<file path="config.mk">
export PLATFORM = sky130hd
export DESIGN_NAME = fp_mul_pipe
export DESIGN_NICKNAME = d
export VERILOG_FILES = /design/src/rtl/fp_mul_pipe.sv
export SDC_FILE = /design/constraint.sdc
export NUM_CORES = 2
export LEC_CHECK = 0
export CAP_MARGIN = 30
export CORE_MARGIN = 5
export CORE_UTILIZATION = 45
export CTS_BUF_LIST = sky130_fd_sc_hd__clkbuf_8
export DETAILED_ROUTE_END_ITERATION = 7
export GPL_ROUTABILITY_DRIVEN = 0
export PLACE_DENSITY = 0.65
export SYNTH_ARGS = -nofsm -noshare
export SYNTH_HDL_FRONTEND = slang
export SYNTH_SLANG_ARGS = --single-unit
</file>
<file path="constraint.sdc">
create_clock -name clk -period 6.74 [get_ports clk]
set_clock_uncertainty 0.2 [all_clocks]
set_input_delay 1.685 -clock clk [delete_from_list [all_inputs] [get_ports clk]]
set_output_delay 1.685 -clock clk [all_outputs]
set_load 0.05 [all_outputs]
</file>
<file path="src/rtl/fp_mul_pipe.sv">
// Three-stage pipelined floating-point multiplier: unpack/classify, mantissa multiply,
// normalise/round/pack. Subnormals flush to zero; round-to-nearest-even; IEEE-style flags.
module fp_mul_pipe #(
    parameter int EXP_W = 8,
    parameter int MAN_W = 23,
    localparam int W = 1 + EXP_W + MAN_W
) (
    input  logic         clk,
    input  logic         rst_n,
    input  logic         in_valid,
    output logic         in_ready,
    input  logic [W-1:0] dataA,
    input  logic [W-1:0] dataB,
    output logic         out_valid,
    input  logic         out_ready,
    output logic [W-1:0] dataR,
    output logic [3:0]   flags
);
    localparam int STAGES = 3;
    localparam int EW = EXP_W + 2;
    localparam int MW = MAN_W + 1;
    localparam int PW = 2 * MW;
    localparam logic [EXP_W-1:0] EXP_ONES = '1;
    localparam logic signed [EW-1:0] BIAS = EW'((1 << (EXP_W - 1)) - 1);
    localparam logic signed [EW-1:0] EXP_MAX = {2'b00, EXP_ONES};

    typedef struct packed {
        logic                 sign;
        logic                 nan;
        logic                 nv;
        logic                 inf;
        logic                 zero;
        logic signed [EW-1:0] exp;
        logic [MW-1:0]        ma;
        logic [MW-1:0]        mb;
    } s1_t;

    typedef struct packed {
        logic                 sign;
        logic                 nan;
        logic                 nv;
        logic                 inf;
        logic                 zero;
        logic signed [EW-1:0] exp;
        logic [PW-1:0]        prod;
    } s2_t;

    logic [STAGES:1] vld_pipe;
    s1_t s1_d, s1_q;
    s2_t s2_d, s2_q;

    // Whole pipe moves as one; a held output freezes every stage behind it.
    assign in_ready  = ~out_valid | out_ready;
    assign out_valid = vld_pipe[STAGES];

    // ---- S1: unpack and classify
    logic                 sa, sb;
    logic [EXP_W-1:0]     ea, eb;
    logic [MAN_W-1:0]     fa, fb;
    logic                 a_zero, a_inf, a_nan, a_snan;
    logic                 b_zero, b_inf, b_nan, b_snan;
    logic                 zero_inf;

    assign {sa, ea, fa} = dataA;
    assign {sb, eb, fb} = dataB;

    assign a_zero = (ea == '0);
    assign a_inf  = (ea == EXP_ONES) && (fa == '0);
    assign a_nan  = (ea == EXP_ONES) && (fa != '0);
    assign a_snan = a_nan && !fa[MAN_W-1];
    assign b_zero = (eb == '0);
    assign b_inf  = (eb == EXP_ONES) && (fb == '0);
    assign b_nan  = (eb == EXP_ONES) && (fb != '0);
    assign b_snan = b_nan && !fb[MAN_W-1];
    assign zero_inf = (a_zero & b_inf) | (a_inf & b_zero);

    always_comb begin
        s1_d      = '0;
        s1_d.sign = sa ^ sb;
        s1_d.nan  = a_nan | b_nan | zero_inf;
        s1_d.nv   = a_snan | b_snan | zero_inf;
        s1_d.inf  = a_inf | b_inf;
        s1_d.zero = a_zero | b_zero;
        s1_d.exp  = $signed({2'b00, ea}) + $signed({2'b00, eb}) - BIAS;
        s1_d.ma   = {1'b1, fa};
        s1_d.mb   = {1'b1, fb};
    end

    // ---- S2: mantissa multiply
    always_comb begin
        s2_d      = '0;
        s2_d.sign = s1_q.sign;
        s2_d.nan  = s1_q.nan;
        s2_d.nv   = s1_q.nv;
        s2_d.inf  = s1_q.inf;
        s2_d.zero = s1_q.zero;
        s2_d.exp  = s1_q.exp;
        s2_d.prod = PW'(s1_q.ma) * PW'(s1_q.mb);
    end

    // ---- S3: normalise, round, resolve specials, pack
    logic                 norm_hi, g, r, st, inc, carry, nx, of, uf;
    logic [MAN_W-1:0]     frac_t, frac_r;
    logic [1:0]           exp_adj;
    logic signed [EW-1:0] exp_f;
    logic [W-1:0]         res;
    logic [3:0]           res_flags;

    always_comb begin
        norm_hi = s2_q.prod[PW-1];
        if (norm_hi) begin
            frac_t = s2_q.prod[PW-2 -: MAN_W];
            g      = s2_q.prod[MAN_W];
            r      = s2_q.prod[MAN_W-1];
            st     = |s2_q.prod[MAN_W-2:0];
        end else begin
            frac_t = s2_q.prod[PW-3 -: MAN_W];
            g      = s2_q.prod[MAN_W-1];
            r      = s2_q.prod[MAN_W-2];
            st     = |s2_q.prod[MAN_W-3:0];
        end
        inc     = g & (r | st | frac_t[0]);
        // All-ones fraction plus increment wraps to zero and bumps the exponent.
        carry   = inc & (&frac_t);
        frac_r  = frac_t + MAN_W'(inc);
        exp_adj = {1'b0, norm_hi} + {1'b0, carry};
        exp_f   = s2_q.exp + $signed({{(EW-2){1'b0}}, exp_adj});
        nx      = g | r | st;
        of      = !exp_f[EW-1] && (exp_f >= EXP_MAX);
        uf      = exp_f[EW-1] || (exp_f == '0);

        res       = '0;
        res_flags = '0;
        if (s2_q.nan) begin
            res       = {1'b0, EXP_ONES, 1'b1, {(MAN_W-1){1'b0}}};
            res_flags = {s2_q.nv, 3'b000};
        end else if (s2_q.inf) begin
            res = {s2_q.sign, EXP_ONES, {MAN_W{1'b0}}};
        end else if (s2_q.zero) begin
            res = {s2_q.sign, {(W-1){1'b0}}};
        end else if (of) begin
            res       = {s2_q.sign, EXP_ONES, {MAN_W{1'b0}}};
            res_flags = 4'b0101;
        end else if (uf) begin
            res       = {s2_q.sign, {(W-1){1'b0}}};
            res_flags = 4'b0011;
        end else begin
            res       = {s2_q.sign, exp_f[EXP_W-1:0], frac_r};
            res_flags = {3'b000, nx};
        end
    end

    always_ff @(posedge clk or negedge rst_n) begin
        if (!rst_n) begin
            vld_pipe <= '0;
            s1_q     <= '0;
            s2_q     <= '0;
            dataR    <= '0;
            flags    <= '0;
        end else if (in_ready) begin
            vld_pipe <= {vld_pipe[STAGES-1:1], in_valid};
            s1_q     <= s1_d;
            s2_q     <= s2_d;
            dataR    <= res;
            flags    <= res_flags;
        end
    end
endmodule

</file>
==> impl_metrics.toml <==
[global_routing]
grtUsageTotal = 0.233
grt_pass1_wl_um = 120000
antenna_found_initial = 1
grt_pass1_vias = 23461
grt_overflow = 0
grt_max_degree = 157

[setup_path]
cp.depth = 25
worstPathMaxFanout = 6
path_class = "reg -> reg"
r2r_cells = 25
crit_buf_inv = 6
rrSetupSlack_ns = -0.36
critical-path-max-stage-delay_ns = 0.54
critPathTopFamily = "adder cells"
critPathLaunch = "s1_q[42]$_DFFE_PN0P_"
critPathArrivalTime_ns = 7.26
cp_slowest_cell = "fa_1"
endpoint_kind = "flop"
worstPathRequired_ns = 6.90
rr_startpoint = "s1_q[42]$_DFFE_PN0P_"
cp_common_cell = "fa_1"
start_kind = "flop"

[yosys]
ys.flop_type = "dfrtp_1"
syn_area_mm2 = 0.0268
syn_nets = 3781
synth_area_leaders = "fa_1 36%, dfrtp_1 15%, ha_1 9.1%"
synth_top_area_frac = 0.361
synth-async-reset-ratio = 1.00
yosysSeqAreaShare = 0.153
synth_warnings = 0
synth_cells = 3035
ys_ff_latch = 164
ys_types = 67
avgSynthCellArea_um2 = 8.83
synth_top_area_cell = "fa_1"
synth_edf_count = 0

[final_layout]
utilization = 0.545
drive_above_1_share = 0.159
synthToLayoutAreaGrowth_pct = 19.9
design.final.nets = 4034
n_fill_cell = 5265

[status]
violations = "negative setup slack"
status = "finished, violations left"

[routing]
post_drt_wl_per_cell_um = 18.0
drc = 0
dr.pass1.iters = 7
first_iter_violations = 1250
vias_per_cell = 5.28
finalWirelength_um = 73500
drtAntennaViolNets = 0
vias = 21501

[clock_tree]
clk_path_buf_depth = 2
clock_latency_ns = 0.51
cts_buffers = 17
path_clk_slew_ns = 0.12
cts_root_buf = "clkbuf_8"
cts_hold_buf = 0
cts.sink_count = 164
cts_max_level = 4
cts_tree = "yes"

[die]
core_area_mm2 = 0.0590
dieWidth_um = 254
die_area_mm2 = 0.0646
row_count = 89
die_h_um = 254
ios = 106
initial_core_util = 0.454

[timing]
finalCritPeriodShare = 1.05
rsz0062_at_grt = "yes"
hold_viol_final = 0
drv_slew = 0
whs_ns = 0.281
period_minus_slack_ns = 7.10
fmax_mhz = 141
final.setup.worst_slack_ns = -0.364
worst_pin_slew_ns = 1.07
maxSlewHeadroom = 0.282
finalSetupViolations = 17

[placement]
port_buffers = 105
hpwlAfterDp_um = 58700

[worst_hold_path]
hold_class = "reg -> reg"
min_path_cells = 2
hp-start = "s2_q[4]$_DFFE_PN0P_"

[run]
max_cap_viol_count = 0
## metal layers
| metal | share of wire | wire length, µm | vias to the layer above | global-route usage |
|---|---|---|---|---|
| met4 | 0.043 | 3130 | 0 | 0.0838 |
| met3 | 0.054 | 3940 | 178 | 0.0342 |
| li1 | - | - | 9701 | - |
| met5 | 0 | 0 | - | 0 |
| met1 | 0.40 | 29200 | 10964 | 0.296 |
| met2 | 0.51 | 37200 | 658 | 0.406 |
## cell usage after synthesis, types with 11 or more instances
library cell  count
nand2_1         591
inv_1           564
fa_1            484
and2_1          299
ha_1            194
dfrtp_1         164
clkbuf_1        140
a21oi_1          94
nor2_1           71
o21ai_0          55
xnor2_1          51
xor2_1           34
a21o_1           27
nand3_1          27
nor4_1           22
a22o_1           20
nand4_1          19
nor3_1           13
a31oi_1          11
## worst register-to-register path, stage by stage, from the launching register on
cell and delay [ns]:
dfrtp_2 0.52, buf_6 0.16, and2_4 0.15, fa_1 0.49, fa_1 0.52, inv_2 0.05, fa_1 0.47, fa_1 0.50
inv_2 0.04, fa_1 0.48, fa_1 0.54, inv_2 0.05, fa_1 0.52, inv_2 0.05, ha_4 0.24, a21o_1 0.16
a21o_1 0.17, a21oi_2 0.17, o21ai_4 0.09, o211ai_4 0.30, buf_6 0.15, a211oi_2 0.07, or3_1 0.34, a221oi_2 0.29
xor2_1 0.17, a21oi_1 0.08
## cells by family after synthesis
family / synth area share
buffers and inverters: 0.103
AOI/OAI and AO/OA: 0.0700
muxes: 0.00266
xor gates and xnor gates: 0.0278
adders and majority gates: 0.452
and+or+nand+nor: 0.192
DFF: 0.153
## path summary, 6_finish.rpt
path	endpoint
hold / removal	s2_q[4]$_DFFE_PN0P_
setup reg to reg	s2_q[46]$_DFFE_PN0P_
hold reg to reg	s2_q[4]$_DFFE_PN0P_
min in group asynchronous	s1_q[16]$_DFFE_PN0P_
max in group asynchronous	s2_q[40]$_DFFE_PN0P_
setup / recovery	s2_q[46]$_DFFE_PN0P_
## cell usage in the layout (no fill, tap or decap), drive strengths merged, types with 11 or more instances in the layout
cell | netlist | routed
inv | 564 | 572
clkbuf | 141 | 19
nor4 | 22 | 22
dfrtp | 164 | 164
nand4 | 19 | 19
nand2 | 592 | 592
nor3 | 16 | 16
a22o | 20 | 20
a31oi | 11 | 11
nand3 | 27 | 27
buf | 18 | 287
a21oi | 98 | 98
nor2 | 72 | 72
xnor2 | 51 | 51
clkdlybuf4s50 | 0 | 104
xor2 | 34 | 34
and2 | 301 | 301
o21ai | 64 | 64
fa | 484 | 484
a21o | 29 | 29
ha | 194 | 194
## through the flow
| step | std cells | area, µm² | setup slack [ns] | TNS [ns] |
|---|---|---|---|---|
| 3_3_place_gp | 3970 | 30100 | -0.474 | -6.10 |
| 3_5_place_dp | 3970 | 30100 | -0.563 | -8.26 |
| 2_1_floorplan | 3035 | 26900 | -0.00366 | -0.00366 |
| 6_report | 4075 | 32100 | -0.364 | -3.45 |
| 4_1_cts | 4054 | 31500 | -0.284 | -2.11 |
| 5_1_grt | 4074 | 32100 | -0.566 | -7.96 |
## registers in the layout, indices dropped and copies added, names as in the netlist
register and flops:
dataR 32, flags 4, norm_hi 1, s1_q 62, s2_q 62, vld_pipe 3
## final cells by class
class	instances	area, µm²	share of cell area
Tap cell	773	967	0.0301
Sequential cell	164	4140	0.129
Clock buffer	18	248	0.00771
Antenna cell	1	2.50	0.0000778
Multi-Input combinational cell	2148	20700	0.645
Inverter	564	2120	0.0659
Clock inverter	14	200	0.00623
Timing Repair Buffer	393	3720	0.116
## what timing repair did
action,CTS,global route
endpoints found under the setup margin,28,28
resized for setup,144,113
setup buffers,52,25
cloned,2,0
pin swaps,80,122
Power is not shown: default switching activity piles up to over one toggle a cycle in this logic, so the estimate is an artifact.
